### src/rtl/run_seq_gen_pkg.sv
// -----------------------------------------------------------------------------
// run_seq_gen_pkg
// Shared types and defaults for the run-length serial bit generator.
//   eng_state_t  : engine state (IDLE, EMIT)
//   run_cmd_t    : {level, len} command layout at the default length width;
//                  the FIFO word in run_seq_gen uses the same field order
//                  ({level, len}) at whatever LEN_W the top is built with.
//   *_DEF        : default parameter values for the top.
// -----------------------------------------------------------------------------
package run_seq_gen_pkg;

   localparam int LEN_W_DEF      = 4;
   localparam int DEPTH_DEF      = 4;
   localparam int RUN_THRESH_DEF = 4;

   typedef enum logic {
      IDLE = 1'b0,
      EMIT = 1'b1
   } eng_state_t;

   typedef struct packed {
      logic                 level;
      logic [LEN_W_DEF-1:0] len;
   } run_cmd_t;

   // Width of a saturating counter that must be able to hold thresh.
   function automatic int sat_cnt_width(input int thresh);
      return $clog2(thresh) + 1;
   endfunction

endpackage

### src/rtl/run_cmd_fifo.sv
// -----------------------------------------------------------------------------
// run_cmd_fifo
// Small synchronous FIFO holding run commands. Show-ahead: rd_data always
// presents the head entry, so the engine can load it on the same edge it pops.
// Ports:
//   clk, reset       clock, asynchronous active-low reset
//   wr_en, wr_data   write request (ignored when full)
//   rd_en, rd_data   pop request (ignored when empty), head entry
//   full, empty      occupancy flags (registered state only)
//   count            number of stored entries, 0..DEPTH
// -----------------------------------------------------------------------------
module run_cmd_fifo #(
   parameter int DEPTH = 4,
   parameter int WIDTH = 5
) (
   input  logic                   clk,
   input  logic                   reset,
   input  logic                   wr_en,
   input  logic [WIDTH-1:0]       wr_data,
   input  logic                   rd_en,
   output logic [WIDTH-1:0]       rd_data,
   output logic                   full,
   output logic                   empty,
   output logic [$clog2(DEPTH):0] count
);

   localparam int AW = $clog2(DEPTH);

   logic [WIDTH-1:0] mem [DEPTH];
   logic [AW-1:0]    wr_ptr_reg;
   logic [AW-1:0]    rd_ptr_reg;
   logic [AW:0]      count_reg;
   logic             wr_ok;
   logic             rd_ok;

   assign full    = (count_reg == (AW+1)'(DEPTH));
   assign empty   = (count_reg == '0);
   assign count   = count_reg;
   assign rd_data = mem[rd_ptr_reg];

   assign wr_ok = wr_en & ~full;
   assign rd_ok = rd_en & ~empty;

   // Storage carries no reset; only the pointers define what is valid.
   always_ff @(posedge clk) begin
      if (wr_ok) begin
         mem[wr_ptr_reg] <= wr_data;
      end
   end

   // DEPTH is a power of two, so the pointers wrap on their own.
   always_ff @(posedge clk or negedge reset) begin
      if (!reset) begin
         wr_ptr_reg <= '0;
         rd_ptr_reg <= '0;
         count_reg  <= '0;
      end else begin
         if (wr_ok) begin
            wr_ptr_reg <= wr_ptr_reg + AW'(1);
         end
         if (rd_ok) begin
            rd_ptr_reg <= rd_ptr_reg + AW'(1);
         end
         case ({wr_ok, rd_ok})
            2'b10:   count_reg <= count_reg + (AW+1)'(1);
            2'b01:   count_reg <= count_reg - (AW+1)'(1);
            default: count_reg <= count_reg;
         endcase
      end
   end

endmodule

### src/rtl/run_seq_gen.sv
// -----------------------------------------------------------------------------
// run_seq_gen
// Run-length serial bit generator. Accepts {level, length} commands over a
// valid/ready handshake, buffers them, and emits one bit per clock on sout.
// expect_out predicts, one-for-one, the output of a Moore run detector that
// samples sout on the same clock and asserts after RUN_THRESH equal bits.
// Ports:
//   clk, reset   clock, asynchronous active-low reset
//   cmd_valid    command offered            cmd_ready   FIFO not full
//   cmd_level    run bit value              cmd_len     run length (0 = drop)
//   sout         registered serial bit      busy        run active or queued
//   fifo_count   buffered commands          expect_out  predicted detector out
// -----------------------------------------------------------------------------
module run_seq_gen
   import run_seq_gen_pkg::*;
#(
   parameter int LEN_W      = LEN_W_DEF,
   parameter int DEPTH      = DEPTH_DEF,
   parameter int RUN_THRESH = RUN_THRESH_DEF
) (
   input  logic                   clk,
   input  logic                   reset,
   input  logic                   cmd_valid,
   output logic                   cmd_ready,
   input  logic                   cmd_level,
   input  logic [LEN_W-1:0]       cmd_len,
   output logic                   sout,
   output logic                   busy,
   output logic [$clog2(DEPTH):0] fifo_count,
   output logic                   expect_out
);

   localparam int CNT_W = sat_cnt_width(RUN_THRESH);
   localparam logic [CNT_W-1:0] THRESH = CNT_W'(RUN_THRESH);

   // FIFO word layout matches run_cmd_t: {level, len}
   logic [LEN_W:0]   head;
   logic             head_level;
   logic [LEN_W-1:0] head_len;
   logic             full;
   logic             empty;
   logic             push;
   logic             pop;

   eng_state_t       state_reg, state_next;
   logic [LEN_W-1:0] remaining_reg, remaining_next;
   logic             sout_reg, sout_next;

   logic [CNT_W-1:0] cnt_reg, cnt_next;
   logic             last_reg;
   logic             first_reg;
   logic             expect_reg;

   // Ready depends only on stored occupancy, never on cmd_valid or a pop.
   assign cmd_ready = ~full;
   // Zero-length commands complete the handshake but are never stored.
   assign push      = cmd_valid & cmd_ready & (cmd_len != '0);

   assign head_level = head[LEN_W];
   assign head_len   = head[LEN_W-1:0];

   run_cmd_fifo #(
      .DEPTH (DEPTH),
      .WIDTH (LEN_W + 1)
   ) u_fifo (
      .clk     (clk),
      .reset   (reset),
      .wr_en   (push),
      .wr_data ({cmd_level, cmd_len}),
      .rd_en   (pop),
      .rd_data (head),
      .full    (full),
      .empty   (empty),
      .count   (fifo_count)
   );

   // Engine: remaining counts bits still to show after the current one, so
   // remaining==0 in EMIT marks the last bit and lets the next run load on
   // that same edge without an idle bubble.
   always_comb begin
      state_next     = state_reg;
      remaining_next = remaining_reg;
      sout_next      = sout_reg;
      pop            = 1'b0;
      case (state_reg)
         IDLE: begin
            if (!empty) begin
               pop            = 1'b1;
               sout_next      = head_level;
               remaining_next = head_len - LEN_W'(1);
               state_next     = EMIT;
            end
         end
         EMIT: begin
            if (remaining_reg != '0) begin
               remaining_next = remaining_reg - LEN_W'(1);
            end else if (!empty) begin
               pop            = 1'b1;
               sout_next      = head_level;
               remaining_next = head_len - LEN_W'(1);
            end else begin
               state_next = IDLE;
            end
         end
         default: begin
            state_next = IDLE;
         end
      endcase
   end

   // Detector model: the current sout is the sample taken at this edge.
   always_comb begin
      cnt_next = CNT_W'(1);
      if (!first_reg && (sout_reg == last_reg)) begin
         cnt_next = (cnt_reg == THRESH) ? THRESH : cnt_reg + CNT_W'(1);
      end
   end

   always_ff @(posedge clk or negedge reset) begin
      if (!reset) begin
         state_reg     <= IDLE;
         remaining_reg <= '0;
         sout_reg      <= 1'b0;
         cnt_reg       <= '0;
         last_reg      <= 1'b0;
         first_reg     <= 1'b1;
         expect_reg    <= 1'b0;
      end else begin
         state_reg     <= state_next;
         remaining_reg <= remaining_next;
         sout_reg      <= sout_next;
         cnt_reg       <= cnt_next;
         last_reg      <= sout_reg;
         first_reg     <= 1'b0;
         expect_reg    <= (cnt_next == THRESH);
      end
   end

   assign sout       = sout_reg;
   assign expect_out = expect_reg;
   assign busy       = (state_reg == EMIT) | (fifo_count != '0);

endmodule

### config.mk
export PLATFORM = sky130hd
export DESIGN_NAME = run_seq_gen
export DESIGN_NICKNAME = d
export VERILOG_FILES = /design/src/rtl/run_seq_gen_pkg.sv /design/src/rtl/run_cmd_fifo.sv /design/src/rtl/run_seq_gen.sv
export SDC_FILE = /design/constraint.sdc
export NUM_CORES = 1
export LEC_CHECK = 0
export BUFFER_PORTS_ARGS = -buffer_cell sky130_fd_sc_hd__buf_2
export CORE_ASPECT_RATIO = 0.9
export CORE_MARGIN = 5
export CORE_UTILIZATION = 25
export CTS_CLUSTER_DIAMETER = 50
export CTS_CLUSTER_SIZE = 28
export DETAILED_ROUTE_END_ITERATION = 6
export PLACE_DENSITY = 0.39
export SLEW_MARGIN = 0
export SYNTH_ARGS = -nofsm -noshare
export SYNTH_HDL_FRONTEND = slang
export SYNTH_SLANG_ARGS = --single-unit
### constraint.sdc
create_clock -name clk -period 2.5 [get_ports clk]
set_clock_uncertainty 0.05 [all_clocks]
set_input_delay 0.75 -clock clk [delete_from_list [all_inputs] [get_ports clk]]
set_output_delay 0.75 -clock clk [all_outputs]
set_load 0.02 [all_outputs]
======== Word-level counts from Yosys, hierarchy flattened ========
Memory sizes are Yosys's and may differ from the RTL's.
Index checks and enable logic that the tools add are counted.
word-level totals
  register bits after elaboration ......... 19
  bits in latches ......................... 0
  bits in writable memories ............... 20
  ROM bits ................................ 0
  output and inout bits ................... 7
  logic and storage cells ................. 56
  memories ................................ 1
cells by class
  add/sub/neg operators ................... 7
  multiply operators ...................... 0
  divide/modulo/power cells ............... 0
  magnitude comparators ................... 0
  eq/ne operators ......................... 7
  shift operators ......................... 0
  muxes and demuxes ....................... 16
  bitwise operators ....................... 8
  reductions and logical operators ........ 7
memories
  name        words  width  rd ports  clocked after Yosys merged registers in  write ports  line                RTL
  u_fifo.mem  4      5      1         0                                        1            run_cmd_fifo.sv:29  logic [WIDTH-1:0] mem [DEPTH];
operator list
  cell                   count
  $eq A3 B3 Y1 const B   3
  $mux W4                2
  $pmux W4 S2            1
  $reduce_bool A4 Y1     2
  $sub A4 B1 Y4 const B  2
  $mux W1                7
  $add A3 B1 Y3 const B  2
  $mux W3                2
  $pmux W1 S2            3
  $pmux W3 S2            1
  $add A2 B1 Y2 const B  2
  $and A1 B1 Y1          4
  $logic_not A3 Y1       1
  $not A1 Y1             3
  $reduce_bool A3 Y1     1
  $sub A3 B1 Y3 const B  1
  $eq A2 B1 Y1 const B   1
  $eq A2 B2 Y1 const B   1
  $ne A2 B2 Y1 const B   1
  $reduce_bool A2 Y1     1
  $eq A1 B1 Y1           1
  $logic_and A1 B1 Y1    1
  $logic_not A1 Y1       1
  $or A1 B1 Y1           1

======== Logic depth before layout (Yosys ltp) ========
Gate-level depths: netlist of run 1.
  word-level depth ........................ 7
  gate-level depth with buffers ........... 10

======== By module ========
From an unflattened synthesis of run 1, not the netlist that was laid out.
second synthesis, totals
  cells, all modules ...................... 127
  area total of the unflattened synthesis .. 1,816.7 µm²
modules (own cells, without submodules)
  module        times used  cells each  area an instance (µm²)  sequential area each (µm²)
  run_cmd_fifo  1           64          1,164.9                 775.7
  run_seq_gen   1           63          651.9                   301.5

======== Least setup slack after synthesis of run 1 ========
OpenSTA, ideal clock, no wires.
  kind .................................... register to register
  from .................................... reg remaining_reg[0]
  to ...................................... reg u_fifo.count_reg[2], in the netlist u_fifo.count[2]
  library setup time ...................... 0.080 ns
  data arrival time ....................... 2.305 ns
  setup slack ............................. 0.065 ns
  cell stages (with the launch flop) ...... 11
  clock period less this slack ............ 2.435 ns
  cells stage by stage .................... dfrtp_1 -> inv_1 -> ha_1 -> or3b_1 -> a21oi_2 -> ha_1 -> inv_1 -> fa_1 -> xor2_1 -> nor2_1 -> xor2_1
on the way
  word-level cells in the longest chain between the ends .. 6
  elaborated cells on any way between the ends .. 8
  classes of those cells .................. 2 x eq/ne; 3 x mux; 1 x bitwise; 2 x reduce/logical
ends and longest elaborated chain
  item                                               line                RTL
  start: declaration                                 run_seq_gen.sv:46   logic [LEN_W-1:0] remaining_reg, remaining_next;
  start signal: assignment                           run_seq_gen.sv:130  remaining_reg <= remaining_next;
  $reduce_bool A4 Y1 (*)                             run_seq_gen.sv:95   if (remaining_reg != '0) begin
  $mux W1 (*)                                        run_seq_gen.sv:95
  $pmux W1 S2 (*)                                    run_seq_gen.sv:85   case (state_reg)
  $and A1 B1 Y1 (*)                                  run_cmd_fifo.sv:42  assign rd_ok = rd_en & ~empty;
  named net u_fifo.rd_ok                             run_cmd_fifo.sv:34  logic rd_ok;
  $eq A2 B1 Y1 or $eq A2 B2 Y1 (tied branches)       run_cmd_fifo.sv:64  case ({wr_ok, rd_ok})
  $pmux W3 S2 or $reduce_bool A2 Y1 (tied branches)  n/a
  end signal: assignment                             run_cmd_fifo.sv:65  2'b10: count_reg <= count_reg + (AW+1)'(1);
  end signal: assignment                             run_cmd_fifo.sv:66  2'b01: count_reg <= count_reg - (AW+1)'(1);
  end signal: assignment                             run_cmd_fifo.sv:67  default: count_reg <= count_reg;
  end: declaration                                   run_cmd_fifo.sv:32  logic [AW:0] count_reg;
Mark *: on every way through the listed nets, which the timed path passes. The rest lies on a longest branch.
A chain may end at the register's enable or synchronous reset.

======== Final worst setup path of run 1 ========
Ends and elaborated chain as after synthesis.

==> results of run 1 <==
## worst min path at each step
stage                      from                    to  slack [ns]  cells past startpoint
after floorplan           reset            cnt_reg[0]        0.40                      0
after global placement     sout              last_reg        0.38                      0
after detailed placement   sout              last_reg        0.39                      0
after CTS                 reset  u_fifo.rd_ptr_reg[0]        0.37                      1
after global routing      reset       u_fifo.count[0]        0.39                      1
final                     reset       u_fifo.count[1]        0.35                      1
## power by group through the flow
stage               combinational, mW  sequential [mW]  clock, mW
floorplan                       0.680             1.02          0
global placement                0.884             1.05          0
CTS                             0.916             1.04      0.560
detailed placement              0.911             1.05          0
global route                     1.04             1.06      0.590
finish                          0.903             1.03      0.541
## worst max-delay path, cell delays in order, from the launching register on
cell	delay (ns)
dfrtp_1	0.40
inv_1	0.11
ha_1	0.19
or3b_4	0.40
a21oi_4	0.16
ha_2	0.20
inv_1	0.05
fa_1	0.37
xor2_1	0.15
nor2_1	0.11
xor2_1	0.14
## layer usage
| layer | part of all wire, % | wire, um | vias up | GRT usage [%] |
|---|---|---|---|---|
| li1 | - | - | 498 | - |
| met1 | 47 | 1450 | 488 | 10.0 |
| met2 | 48 | 1510 | 13 | 12.6 |
| met3 | 3.9 | 122 | 5 | 2.48 |
| met4 | 1.2 | 37 | 0 | 2.73 |
| met5 | 0 | 0 | - | 0 |
## layout make-up
class                   count  area [um2]  share of cell area, %
well taps                  93         116                   5.44
flip-flops and latches     39        1080                   50.4
multi-input cells          73         646                   30.2
clock inverters             3        46.3                   2.17
repair buffers             22         130                   6.09
inverters                  14        52.6                   2.46
clock buffers               5        68.8                   3.22
## cell usage after synthesis, types with 2 or more instances
cell type   n
xnor2_1     5
inv_1      14
o21ai_0     5
dfrtp_1    18
nand2b_1    2
ha_1       10
xor2_1      4
mux2i_1     2
edfxtp_1   20
a221oi_1    2
nor2_1      6
nand2_1    10
mux4_2      4
and2_1      5
nor3_1      2
## stage by stage
stage	setup WS [ns]	utilization [%]	cells	cell area, um2
after floorplan	0.0646	-	128	1780
after global placement	-0.0464	28.7	241	2010
after detailed placement	-0.171	28.7	241	2010
after CTS	0.0545	30.3	249	2120
after global routing	-0.000904	30.5	249	2140
final	0.124	30.5	249	2140
## cell families after synthesis
logic type,after synthesis
adders and majority gates,11
xor gates and xnor gates,9
muxes,8
other,1
AOI/OAI and AO/OA,13
DFF,39
buffers and inverters,16
and+or+nand+nor,31
==> metrics.cfg, run 1 <==
[die]
dieHeight_um=90.0
die_w_um=98.9
start_util_pct=25.4
io-pin-count=15
coreArea_um2=7000
fp-row-count=29
fp.dieArea_um2=8900

[worst_setup_path]
rrSetupSlack_ns=0.12
cp-startpoint=remaining_reg[0]
rr_worst_depth=10
r2r-end=u_fifo.count[2]
rr_startpoint=remaining_reg[0]
cp-start-kind=flop
cp-end-kind=flop
path_max_fanout=3
crit_path_end=u_fifo.count[2]
crit_required_ns=2.67
arrival_ns=2.55
crit_type=flop to flop

[drt]
ant_nets=0
wl_per_cell_um=12.5
drtIter0Drc=28
avgViaCountPerCell=4.03
route.detailed.drc=0
num_vias=1004
drt-pass1-iter-count=4
postRouteWirelength_um=3120

[global_route]
grt_pass1_vias=1118
grt_usage_pct=7.87
grt_pass1_wl_um=5520
antenna_found_initial=0
gr-total-overflow=0
grt_max_degree=20

[synthesis]
yosys.area_share.adder_pct=8.16
synth_top_family_by_area=simple AND/OR/NAND/NOR gates
yosysUniqueCellTypes=34
synth_area_leaders=edfxtp_1 (34%), dfrtp_1 (25%), ha_1 (7.0%), mux4_2 (5.1%), inv_1 (3.0%)
ys_warn_count=0
synth_top_area_share_pct=33.8
postSynthCellCount=128
yosys.area.top_type=edfxtp_1
yosys_register_bits=39
ys.flop_type=edfxtp_1
synth_area_per_cell_um2=13.9
syn-cell-area_um2=1780
synth_xor_area_share_pct=4.43
synth-simple-area-share_pct=9.08
synth_nets=147
synth_seq_area_share_pct=60.6
synth_compound_area_share_pct=5.42
async_flop_share_pct=48.7
synth_edf_count=20
muxShareOfSynthArea_pct=8.30

[cts]
post-cts-setup-buffers=0
ctsResizeCount=0
cts_buffer_depth=2
clk_pin_slew_ns=0.08
cts_max_level=2
cts_root_buf=clkbuf_8
ctsHoldBuffers=0
numCtsBuffers=5
cts_tree=yes
numClockSinks=39
insertion_delay_ns=0.29

[timing]
setup_viol=0
fmax_mhz=421
slew_violations=0
period_minus_slack_ns=2.38
finalCritPeriodShare_pct=95.0
hold_ws_ns=0.355
finalHoldViolations=0
tns_ns=0

[power]
total_leakage_power_nw=0.879
pwr-share-comb_pct=36.4
swShare_pct=35.1
p_per_area_nw_per_um2=1160
sequentialPowerShare_pct=41.7
p_total_mw=2.48
p_clk_share_pct=21.8
ir_worst_vdd_mv=0.283
switchingPower_mw=0.870
p_int_mw=1.61

[final_layout]
layout-drive-gt1-share_pct=26.9
final_nets=174
nFillCells=702
area_growth_pct=20.2
largest_reg_flops=20
final_cell_mix=edfxtp_1 (20), dfrtp_1 (18), inv_1 (14), buf_2 (14), nand2_1 (10)
num_antenna_cells=0
final_common_cell=edfxtp_1

[job]
max_cap_viol_count=0

[place]
port_buffers=14
gp_congestion=0.741
dp_hpwl_um=2330

[min_path]
min_path_type=input port to async pin

[outcome]
status=finished, final reports clean

Note: power is estimated with default switching activity, not from simulation.
==> inputs of run 2 (changes only) <==
ABC_CLOCK_PERIOD_IN_PS = 2000   (was default)
clock period = 2 ns   (was 2.5 ns; I/O delays follow)
==> run 2 against run 1 <==
The run now ends with setup timing left. Register-to-register slack worse by 0.35 ns. Sequential share of layout area is 3.1 points lower. Sequential cell count stayed put. Die area stayed put. Non-clock buffer count is 14 higher. Sequential power is 23% higher. Global-route usage is 0.21 points higher. Highest routed layer unchanged. Critical path depth stayed put. Core utilization is 2.0 points higher. Worst setup slack worse by 0.35 ns. Final cell count is 5.6% higher. Design area is 6.7% higher.
==> metrics.cfg, run 2 (synthesized netlist as in run 1, its figures left out) <==
[power]
ir_worst_vdd_mv=0.478  ; +69%
p_per_area_nw_per_um2=1480  ; +28%
total_leakage_power_nw=0.954  ; +8.5%

[worst_setup_path]
cp-startpoint=remaining_reg[0]
path_max_fanout=2  ; -1
rrSetupSlack_ns=-0.23  ; -0.35 ns
path_buf_inv=2  ; unchanged
arrival_ns=2.40  ; -0.15 ns
crit_required_ns=2.17  ; -0.50 ns
rr_startpoint=remaining_reg[0]
rr_worst_depth=10  ; unchanged
cpLargestDelayFamily=adder cells
max_stage_delay_ns=0.39  ; about the same
path_cells=inv_2 -> ha_4 -> or3b_4 -> a21oi_4 -> ha_4 -> inv_2 -> fa_2 -> xor2_1 -> nor2_1 -> xor2_1
cp_slowest_cell=dfrtp_1
crit_type=flop to flop
r2r-end=u_fifo.count[2]
cp-start-kind=flop
cp-end-kind=flop

[cts]
ctsHoldBuffers=0  ; unchanged
cts_root_buf=clkbuf_8
numClockSinks=39  ; unchanged
cts_tree=yes
cts_max_level=2  ; unchanged
insertion_delay_ns=0.29  ; about the same
clk_pin_slew_ns=0.08  ; about the same
cts_buffer_depth=2  ; unchanged
numCtsBuffers=5  ; unchanged

[final_layout]
final_nets=188  ; +8.0%
nFillCells=701  ; -0.14%
layout-drive-gt1-share_pct=37.1  ; +10 points
utilization_pct=32.6  ; +2.0 points
final_common_cell=buf_4
area_growth_pct=28.2
num_antenna_cells=0  ; unchanged
design_area_um2=2280  ; +6.7%
largest_reg_flops=20  ; unchanged
final_cell_mix=buf_4 (22), edfxtp_1 (20), dfrtp_1 (17), buf_2 (14), inv_1 (11)

[outcome]
violations=setup timing
status=complete, but fails checks

[timing]
setup_slack_ns=-0.227  ; -0.352 ns
setup_viol=2  ; +2
rsz0062_at_grt=true
period_minus_slack_ns=2.23  ; -0.148 ns
fmax_mhz=449  ; +6.7%
slew_violations=0  ; unchanged
finalHoldViolations=0  ; unchanged
finalCritPeriodShare_pct=111  ; +16 points

[drt]
route.detailed.drc=0  ; unchanged
drtIter0Drc=47  ; +68%
wl_per_cell_um=12.4  ; -1.3%
postRouteWirelength_um=3250  ; +4.2%
ant_nets=0  ; unchanged
num_vias=1067  ; +6.3%
drt-pass1-iter-count=3  ; -1
avgViaCountPerCell=4.06  ; +0.62%

[global_route]
antenna_found_initial=0  ; unchanged
grt_usage_pct=8.08  ; +0.21 points
grt_max_degree=20  ; unchanged
gr-total-overflow=0  ; unchanged
grt_pass1_vias=1156  ; +3.4%
grt_pass1_wl_um=5630  ; +2.0%

[die]
fp-row-count=29  ; unchanged
io-pin-count=15  ; unchanged
fp.dieArea_um2=8900  ; unchanged
dieHeight_um=90.0  ; unchanged
die_w_um=98.9  ; unchanged
start_util_pct=25.4  ; unchanged
coreArea_um2=7000  ; unchanged

[place]
port_buffers=14  ; unchanged
gp_congestion=0.729  ; -1.6%
dp_hpwl_um=2490  ; +6.9%
dpl_cell_area_um2=2120  ; +5.6%

[job]
max_cap_viol_count=0  ; unchanged

[min_path]
min_path_type=input port to async pin

-- run 2: changes by cell type in the layout (fill, tap and decap cells not counted), moves of 2 or more --
cell,delta
buf_4,+14
ha_4,+2
inv_1,-3
inv_2,+3
-- run 2: stage by stage --
step	setup TNS (ns)	power, mW	cells	setup slack, ns	hold slack [ns]
floorplan	-0.407	2.19	128	-0.269	0.254
global placement	-0.507	2.66	251	-0.319	0.386
detailed placement	-0.605	2.69	251	-0.374	0.395
CTS	-0.413	3.44	263	-0.266	0.212
global route	-0.551	3.65	263	-0.333	0.240
finish	-0.332	3.37	263	-0.227	0.201
-- run 2: how the worst max path moves through the flow --
stage / slack, ns / to / cells after the start
floorplan: -0.27 / u_fifo.count[2] / 10
global placement: -0.32 / u_fifo.count[2] / 10
detailed placement: -0.37 / u_fifo.count[2] / 10
CTS: -0.27 / u_fifo.count[2] / 10
global route: -0.33 / u_fifo.count[2] / 10
finish: -0.23 / u_fifo.count[2] / 10
-- run 2: power breakdown --
group / internal (mW) / total (mW) / switching (mW) / leakage (nW)
registers: 1.10 / 1.27 / 0.170 / 0.405
logic: 0.732 / 1.42 / 0.686 / 0.487
clock network: 0.410 / 0.686 / 0.276 / 0.0618
total: 2.24 / 3.37 / 1.13 / 0.954
-- run 2: what timing repair did --
item / CTS / global route
cloned: 0 / 0
endpoints found under the hold margin: 0 / 0
endpoints found under the setup margin: 3 / 3
setup buffers: 4 / 0
resized for setup: 1 / 1
pin swaps: 6 / 1
-- run 2: cell type report --
cell class                      count  area (um2)  area share (%)
Clock buffer                        6        82.6            3.62
Clock inverter                      2        38.8            1.70
Inverter                           14        52.6            2.31
Multi-Input combinational cell     73         676            29.6
Sequential cell                    39        1080            47.3
Tap cell                           93         116            5.10
Timing Repair Buffer               36         235            10.3
-- run 2: layer usage --
layer	vias up	wire length (um)	track usage, %
met2	14	1570	12.5
met4	0	72	4.44
met5	-	0	0
met3	5	109	2.55
li1	527	-	-
met1	521	1500	9.95
==> inputs of run 3 (changes only) <==
REMOVE_ABC_BUFFERS = 1   (was default)
SYNTH_HIERARCHICAL = 1   (was default)
==> run 3 against run 2 <==
The run still ends with setup timing left. Sequential share of layout area down 2.4 points. Wire length up 11%. Final cell count grew 1.9%. Combinational power increased by 18%. Largest cell class unchanged.
==> metrics.cfg, run 3 <==
[worst_setup_path]
max_stage_delay_ns=0.52  ; +0.13 ns
path_cells=buf_6 -> or4_4 -> and3_4 -> nor2b_4 -> inv_2 -> ha_4 -> inv_2 -> fa_2 -> xor2_1 -> nor2_1 -> xor2_1
cp-start-kind=input port
arrival_ns=2.52  ; +0.12 ns
cp-end-kind=flop
path_buf_inv=3  ; +1
cpLargestDelayFamily=simple AND/OR/NAND/NOR gates
path_max_fanout=2  ; unchanged
cp_slowest_cell=or4_4
crit_required_ns=2.16  ; about the same
crit_type=input port to flop

[die]
coreArea_um2=7080  ; +1.0%
fp.dieArea_um2=9070  ; +1.9%
fp-row-count=29  ; unchanged
start_util_pct=25.7  ; +0.29 points
io-pin-count=15  ; unchanged
die_w_um=99.9  ; +0.97%
dieHeight_um=90.9  ; +0.96%

[synthesis]
syn-cell-area_um2=1820  ; +2.2%
ys.flop_type=edfxtp_1
synth_top_area_share_pct=33.1  ; -0.72 points
postSynthCellCount=127  ; -0.78%
synth_edf_count=20  ; unchanged
synth_area_per_cell_um2=14.3  ; +3.0%
synth_area_leaders=edfxtp_1 (33%), dfrtp_1 (25%), ha_1 (6.2%), mux4_2 (6.2%), inv_1 (3.1%)
synth_top_family_by_area=simple AND/OR/NAND/NOR gates
muxShareOfSynthArea_pct=9.50  ; +1.2 points
yosys.cell_count.top_type=edfxtp_1
yosysUniqueCellTypes=35  ; +2.9%
synth_seq_area_share_pct=59.3  ; -1.3 points
yosys.area_share.adder_pct=7.30  ; -0.86 points
yosys.area.top_type=edfxtp_1
yosys_register_bits=39  ; unchanged
synthTopCellsByCount=edfxtp_1 (20), dfrtp_1 (18), inv_1 (15)
synth-simple-area-share_pct=10.8  ; +1.7 points
ys_warn_count=6  ; +6
async_flop_share_pct=48.7  ; unchanged
synth_xor_area_share_pct=4.82  ; +0.39 points
synth_compound_area_share_pct=4.48  ; -0.94 points

[global_route]
grt_usage_pct=8.80  ; +0.73 points
grt_pass1_wl_um=6070  ; +7.9%
grt_max_degree=20  ; unchanged
antenna_found_initial=0  ; unchanged
grt_pass1_vias=1195  ; +3.4%
gr-total-overflow=0  ; unchanged

[final_layout]
multiInputGateArea_um2=719  ; +6.5%
area_growth_pct=32.2
largest_reg_flops=20  ; unchanged
nFillCells=710  ; +1.3%
design_area_um2=2400  ; +5.3%
final_common_cell=buf_4
num_antenna_cells=0  ; unchanged
fin_cells=268  ; +1.9%
final_cell_mix=buf_4 (24), edfxtp_1 (20), dfrtp_1 (17), buf_2 (11), inv_1 (10)
final_nets=192  ; +2.1%
layout-drive-gt1-share_pct=45.7  ; +8.7 points
seqCellArea_um2=1080  ; unchanged

[cts]
numCtsBuffers=5  ; unchanged
cts_root_buf=clkbuf_8
cts_buffer_depth=2  ; unchanged
cts_tree=yes
insertion_delay_ns=0.30  ; about the same
ctsHoldBuffers=0  ; unchanged
numClockSinks=39  ; unchanged
cts_max_level=2  ; unchanged
clk_pin_slew_ns=0.09  ; about the same

[drt]
wl_per_cell_um=13.5  ; +9.3%
avgViaCountPerCell=4.10  ; +0.99%
drt-pass1-iter-count=4  ; +1
drtIter0Drc=32  ; -32%
num_vias=1098  ; +2.9%
ant_nets=0  ; unchanged
postRouteWirelength_um=3620  ; +11%
route.detailed.drc=0  ; unchanged

[timing]
finalHoldViolations=0  ; unchanged
setup_viol=3  ; +1
setup_slack_ns=-0.356  ; -0.129 ns
slew_violations=0  ; unchanged
hold_ws_ns=0.196  ; -0.00441 ns
period_minus_slack_ns=2.36  ; +0.129 ns
rsz0062_at_grt=true
fmax_mhz=424  ; -5.5%
finalCritPeriodShare_pct=118  ; +6.4 points

[job]
max_cap_viol_count=0  ; unchanged

[power]
p_per_area_nw_per_um2=1520  ; +2.7%
switchingPower_mw=1.26  ; +11%
p_clk_share_pct=18.6  ; -1.7 points
p_int_mw=2.39  ; +6.8%
swShare_pct=34.4  ; +0.85 points
pwr-share-comb_pct=45.8  ; +3.7 points
ir_worst_vdd_mv=0.430  ; -10%
total_leakage_power_nw=1.02  ; +6.6%
sequentialPowerShare_pct=35.6  ; -2.0 points

[place]
dpl_cell_area_um2=2170  ; +2.1%
dp_hpwl_um=2650  ; +6.2%
gp_congestion=0.755  ; +3.5%
port_buffers=14  ; unchanged
place_inst=255  ; +1.6%

[outcome]
status=complete, but fails checks
violations=setup timing

[min_path]
min_path_type=input port to async pin

## run 3: cell count changes in the layout (fill, tap and decap cells not counted), moves of 3 or more
cell     previous run  this run
and2_4              0         5
nor3_1              1         4
nand2_1            10         4
buf_2              14        11
buf_6               0         7
## run 3: through the flow
stage	utilization [%]	setup WS (ns)	TNS (ns)	total power, mW
after floorplan	-	-0.557	-0.971	2.23
after global placement	30.6	-0.673	-6.50	2.77
after detailed placement	30.6	-0.755	-7.61	2.81
after CTS	33.3	-0.331	-0.675	3.60
after global routing	33.9	-0.388	-0.849	3.92
final	33.9	-0.356	-0.716	3.64
## run 3: worst paths after layout
kind	startpoint	endpoint	slack, ns	cells past startpoint
worst max register to register	remaining_reg[1]	u_fifo/count[2]	-0.29	12
worst max-delay path	cmd_len[1]	u_fifo/count[2]	-0.36	11
worst min register to register	sout	last_reg	0.40	0
worst min-delay path	reset	remaining_reg[2]	0.20	1
max in group asynchronous	reset	first_reg	1.34	1
min in group clk	sout	last_reg	0.40	0
## run 3: layout make-up
class                           instances  share of cell area [%]
Sequential cell                        39                    44.9
Multi-Input combinational cell         71                    30.0
Clock inverter                          3                    1.98
Timing Repair Buffer                   42                    13.1
Inverter                               15                    2.34
Tap cell                               93                    4.85
Clock buffer                            5                    2.87
## run 3: cells by family after synthesis
family,count (synthesis)
compound gates,11
xor+xnor,10
fa+ha+maj,10
buf+inv,17
flops,39
mux,10
other cells,1
simple gates,29
## run 3: power groups by stage
stage / Sequential, mW / Combinational (mW) / Clock (mW)
global route: 1.34 / 1.84 / 0.739
global placement: 1.30 / 1.47 / 0
floorplan: 1.35 / 0.881 / 0
finish: 1.30 / 1.67 / 0.677
detailed placement: 1.31 / 1.50 / 0
CTS: 1.30 / 1.60 / 0.700
## run 3: what timing repair did
item                       in CTS  in global routing
pin swaps                       4                  6
setup buffers                   3                  3
resized for setup              17                 10
setup endpoints to repair       4                  4
## run 3: metal layers
| layer | GRT usage, % | share of wire [%] |
|---|---|---|
| met1 | 10.5 | 43 |
| met2 | 15.1 | 52 |
| met3 | 2.93 | 4.3 |
| met4 | 2.39 | 0.47 |
| met5 | 0 | 0 |
